### config.mk
export PLATFORM = sky130hd
export DESIGN_NAME = cfg_update_ctrl
export DESIGN_NICKNAME = d
export VERILOG_FILES = /design/src/rtl/cfg_update_ctrl.sv
export SDC_FILE = /design/constraint.sdc
export NUM_CORES = 1
export LEC_CHECK = 0
export ABC_AREA = 1
export CAP_MARGIN = 15
export CORE_MARGIN = 2
export CORE_UTILIZATION = 35
export CTS_BUF_LIST = sky130_fd_sc_hd__clkbuf_4 sky130_fd_sc_hd__clkbuf_8
export DETAILED_ROUTE_END_ITERATION = 6
export GPL_TIMING_DRIVEN = 0
export PLACE_DENSITY = 0.7
export SYNTH_ARGS = -nofsm -noshare
export SYNTH_HDL_FRONTEND = slang
export SYNTH_SLANG_ARGS = --single-unit
### constraint.sdc
create_clock -name clk_i -period 2 [get_ports clk_i]
set_input_delay 0.5 -clock clk_i [delete_from_list [all_inputs] [get_ports clk_i]]
set_output_delay 0.5 -clock clk_i [all_outputs]
set_load 0.02 [all_outputs]
### src/rtl/cfg_update_ctrl.sv
// cfg_update_ctrl: per-thread configuration word bank. A masked write that
// really changes a thread's word drains that thread first and commits the
// word once the thread reports idle, then issues a completion response.
module cfg_update_ctrl #(
  parameter int unsigned          NUM_THREADS = 2,
  parameter int unsigned          CFG_WIDTH   = 32,
  parameter logic [CFG_WIDTH-1:0] RST_VAL     = '0,
  parameter logic [CFG_WIDTH-1:0] WR_MASK     = '1,
  parameter int unsigned          TIMEOUT     = 64,
  parameter int unsigned          TID_W       = (NUM_THREADS > 1) ? $clog2(NUM_THREADS) : 1
) (
  input  logic                             clk_i,
  input  logic                             rst_i,
  input  logic                             wr_valid_i,
  output logic                             wr_ready_o,
  input  logic [TID_W-1:0]                 wr_thread_i,
  input  logic [CFG_WIDTH-1:0]             wr_data_i,
  input  logic [CFG_WIDTH-1:0]             wr_mask_i,
  input  logic [NUM_THREADS-1:0]           idle_i,
  output logic [NUM_THREADS-1:0]           flush_req_o,
  output logic [NUM_THREADS*CFG_WIDTH-1:0] cfg_o,
  output logic [NUM_THREADS-1:0]           cfg_update_o,
  output logic                             done_valid_o,
  output logic                             done_err_o,
  output logic [TID_W-1:0]                 done_thread_o
);

  localparam int unsigned    CNT_W    = $clog2(TIMEOUT);
  localparam logic [CNT_W-1:0] CNT_LAST = CNT_W'(TIMEOUT - 1);

  typedef enum logic [1:0] {IDLE, FLUSH, APPLY, DONE} state_e;

  state_e                 state_q, state_d;
  logic [TID_W-1:0]       tid_q, tid_d;
  logic [CFG_WIDTH-1:0]   new_q, new_d;
  logic                   err_q, err_d;
  logic                   applied_q, applied_d;
  logic [CNT_W-1:0]       cnt_q, cnt_d;
  logic [CFG_WIDTH-1:0]   cfg_q [NUM_THREADS];
  logic [CFG_WIDTH-1:0]   cfg_d [NUM_THREADS];

  logic                   accept;
  logic                   tid_ok;
  logic [CFG_WIDTH-1:0]   cur_word;
  logic [CFG_WIDTH-1:0]   eff;
  logic [CFG_WIDTH-1:0]   merged;
  logic [NUM_THREADS-1:0] tid_oh;
  logic                   idle_sel;

  // Request decode: pick the addressed word and form the merged candidate;
  // an out-of-range thread reads as zero and is rejected below.
  always_comb begin
    accept   = wr_valid_i && (state_q == IDLE) && !rst_i;
    tid_ok   = 32'(wr_thread_i) < NUM_THREADS;
    cur_word = '0;
    for (int unsigned t = 0; t < NUM_THREADS; t++) begin
      if (32'(wr_thread_i) == t) cur_word = cfg_q[t];
    end
    eff    = wr_mask_i & WR_MASK;
    merged = (cur_word & ~eff) | (wr_data_i & eff);
    tid_oh = '0;
    for (int unsigned t = 0; t < NUM_THREADS; t++) begin
      tid_oh[t] = (32'(tid_q) == t);
    end
    idle_sel = |(idle_i & tid_oh);
  end

  // Next-state and output logic of the single-update FSM.
  always_comb begin
    state_d       = state_q;
    tid_d         = tid_q;
    new_d         = new_q;
    err_d         = err_q;
    applied_d     = applied_q;
    cnt_d         = cnt_q;
    cfg_d         = cfg_q;
    wr_ready_o    = (state_q == IDLE) && !rst_i;
    flush_req_o   = '0;
    cfg_update_o  = '0;
    done_valid_o  = 1'b0;
    done_err_o    = 1'b0;
    done_thread_o = '0;
    case (state_q)
      IDLE: begin
        if (accept) begin
          tid_d     = wr_thread_i;
          new_d     = merged;
          cnt_d     = '0;
          applied_d = 1'b0;
          err_d     = 1'b0;
          if (!tid_ok) begin
            err_d   = 1'b1;
            state_d = DONE;
          end else if (merged == cur_word) begin
            state_d = DONE;
          end else begin
            state_d = FLUSH;
          end
        end
      end
      FLUSH: begin
        flush_req_o = tid_oh;
        if (idle_sel) begin
          state_d = APPLY;
        end else if (cnt_q == CNT_LAST) begin
          err_d   = 1'b1;
          state_d = DONE;
        end else begin
          cnt_d = cnt_q + CNT_W'(1);
        end
      end
      APPLY: begin
        flush_req_o = tid_oh;
        for (int unsigned t = 0; t < NUM_THREADS; t++) begin
          if (tid_oh[t]) cfg_d[t] = new_q;
        end
        applied_d = 1'b1;
        state_d   = DONE;
      end
      DONE: begin
        done_valid_o  = 1'b1;
        done_err_o    = err_q;
        done_thread_o = tid_q;
        if (applied_q) cfg_update_o = tid_oh;
        state_d = IDLE;
      end
      default: state_d = IDLE;
    endcase
  end

  // Pack the committed words onto the flat output bus.
  always_comb begin
    cfg_o = '0;
    for (int unsigned t = 0; t < NUM_THREADS; t++) begin
      cfg_o[t*CFG_WIDTH +: CFG_WIDTH] = cfg_q[t];
    end
  end

  // State and word registers with synchronous reset; reset drops any update in flight.
  always_ff @(posedge clk_i) begin
    if (rst_i) begin
      state_q   <= IDLE;
      tid_q     <= '0;
      new_q     <= '0;
      err_q     <= 1'b0;
      applied_q <= 1'b0;
      cnt_q     <= '0;
      for (int unsigned t = 0; t < NUM_THREADS; t++) begin
        cfg_q[t] <= RST_VAL;
      end
    end else begin
      state_q   <= state_d;
      tid_q     <= tid_d;
      new_q     <= new_d;
      err_q     <= err_d;
      applied_q <= applied_d;
      cnt_q     <= cnt_d;
      cfg_q     <= cfg_d;
    end
  end

endmodule

==> results.toml <==
[detailed_routing]
num_vias = 5647
drc = 0
ant_nets = 0
wl_per_cell_um = 16.1
viasPerCell = 5.13
first_pass_iters = 5
totalWireLength_um = 17700
first_iter_violations = 441

[final_layout]
final_nets = 988
final_cell_count_no_fill = 1101
syn_to_final_growth_pct = 37.3
n_antenna_cell = 0
utilization_pct = 48.9
layout-drive-gt1-share_pct = 6.65

[logic_synthesis]
synth_seq_area_share_pct = 41.5
synthFlopType = "dfxtp_1"
synth_edf_count = 0
yosysWarnings = 0
synth.area.top_cells = "dfxtp_1 42%, nand2_1 11%, o21ai_0 9.9%, a21oi_1 6.9%, inv_1 6.1%"
syn_area_per_cell_um2 = 6.81
netlist_instances = 757
synth.cells.most_frequent = "158 x nand2_1, 107 x dfxtp_1, 102 x o21ai_0"
synth.lib_cells_used.distinct = 26
synth_top_area_cell = "dfxtp_1"
synthesis.nets = 833
synth_area_um2 = 5160
synth_seq_cells = 107
synth_top_area_share_pct = 41.5
async_flop_share_pct = 0
synth_most_common_cell = "nand2_1"

[placement]
gp_congestion = 0.872
detailed_place_hpwl_um = 13100
dp_slack_ns = -0.611
placedCellCount = 1081
port_buffers = 140

[clock_network]
path_clk_slew_ns = 0.09
cts_tree = "done"
htree_levels = 3
clk_path_buf_depth = 2
cts_hold_buf = 0
clock-root-buffer = "clkbuf_8"
cts_inserted_buffers = 9
clock_latency_ns = 0.39
clock-sinks = 107

[grt]
grt.busiest_layer = "met2"
use_met3_pct = 5.61
grt_max_degree = 19
track_usage_pct = 22.2
grt_use_met1_pct = 30.6
grt_util_met2_pct = 35.5
grt.overflow.total = 0
grt_pass1_vias = 5161
grt_pass1_wl_um = 27600
antenna_found_initial = 0

[pwr]
p_comb_share_pct = 37.9
p_leak_nw = 2.92
p_seq_share_pct = 39.0
power_switching_w = 0.00274
irDropWorstVdd_v = 0.000404
p_clk_share_pct = 23.1
p_int_w = 0.00445
fin_total_pwr_w = 0.00718
swShare_pct = 38.1
powerDensity_nw_per_um2 = 1010

[worst_setup_path]
worst-path-buf-inv = 4
crit_chain = "dlygate4sd2_1 -> clkinvlp_4 -> buf_2 -> clkbuf_1 -> nand3_1 -> o31ai_1"
cp_top_family = "buffers and inverters"
crit_path_top_delay_cell = "dlygate4sd2_1"
cpPeakStageDelay_ns = 0.51
cp-start-kind = "input pin"
crit_required_ns = 2.27
crit_path_max_fanout = 10
worst_ep_arrival_time_ns = 2.23
critPathCaptureType = "flip-flop"
criticalPathCategory = "input pin to flip-flop"

[sta]
setup_ws_ns = 0.0404
finalHoldViolCount = 0
finalCritPeriodShare_pct = 98.0
finalCriticalPeriod_ns = 1.96
holdWs_ns = 0.451
slew_violations = 0
tightest_slew_ns = 0.721
setup_viol_count_final = 0
fmax_mhz = 510
maxSlewHeadroom_pct = 52.0
rsz0062_at_grt = "yes"
finClkSkew_ns = 0.0111

[run_status]
status = "complete, no violations"

[die]
fp.dieW_um = 125
start_util_pct = 35.6
ios = 142
die_height_um = 125
num_rows = 44
core_um2 = 14500
design.die.area_um2 = 15700

[flow_run]
drv_cap = 0

[worst_hold_path]
hp-class = "flip-flop to flip-flop"
==> stage by stage <==
step	area (µm²)	TNS, ns
6_report	7080	0
5_1_grt	7080	-0.0951
4_1_cts	7040	0
3_5_place_dp	6790	-32.33
3_3_place_gp	6790	-34.66
2_1_floorplan	5160	0
==> per-layer routing <==
metal | routed length, µm | part of all wire (%)
met4 | 278 | 1.6
met2 | 7970 | 45
met5 | 0 | 0
met1 | 8030 | 45
met3 | 1440 | 8.1
==> area by class of cell <==
class,count,area [µm²]
buffer,35,166
tap,184,230
fill,1454,7400
clock buffer,10,131
inverter,90,343
timing repair buffer,144,1400
clock inverter,6,120
multi-input combinational,525,2540
sequential,107,2140
==> cells in the final DEF, fill, tap and decap left out, types with 18 or more instances in the layout <==
cell type        netlist  layout
a21oi_1               71      71
clkbuf_1              23      18
clkdlybuf4s50_1        0     131
dfxtp_1              107     105
inv_1                 84      83
nand2_1              158     155
nand3_1               54      54
nand4_1               38      38
nor2_1                60      60
o21ai_0              102     102
==> repair_timing <==
action / CTS / global route
resized for setup: 24 / 20
pin swaps: 0 / 1
endpoints found under the setup margin: 62 / 28
setup buffers: 2 / 2
==> tightest hold or removal path: stages, from the launching register on <==
cell	delay [ns]
dfxtp_1	0.32
inv_1	0.05
a21oi_1	0.05
==> logic make-up after synthesis <==
| logic type | share of synthesized area (%) |
|---|---|
| compound gates | 19.9 |
| flops | 41.5 |
| fa+ha+maj | 1.46 |
| xor+xnor | 0.170 |
| buf+inv | 9.66 |
| simple gates | 27.3 |
==> final timing paths <==
path / from / endpoint / slack, ns / depth (start not counted)
max: rst_i / new_q[28] / 0.04 / 6
min: err_q / err_q / 0.45 / 2
max reg2reg: state_q[0] / cfg_o[45] / 0.10 / 7
min reg2reg: err_q / err_q / 0.45 / 2
==> registers in the layout, indices dropped and copies added, names as in the netlist <==
signal     count
applied_q      1
err_q          1
cnt_q          6
cfg_o         64
state_q        2
new_q         32
tid_q          1
==> power by group through the flow <==
| stage | registers, W | logic (W) | clock network, W |
|---|---|---|---|
| global route | 0.00285 | 0.00299 | 0.00176 |
| finish | 0.00280 | 0.00272 | 0.00166 |
| detailed placement | 0.00283 | 0.00263 | 0 |
| global placement | 0.00284 | 0.00260 | 0 |
| floorplan | 0.00304 | 0.00124 | 0 |
| CTS | 0.00279 | 0.00265 | 0.00166 |
(Power assumes the default switching activity.)
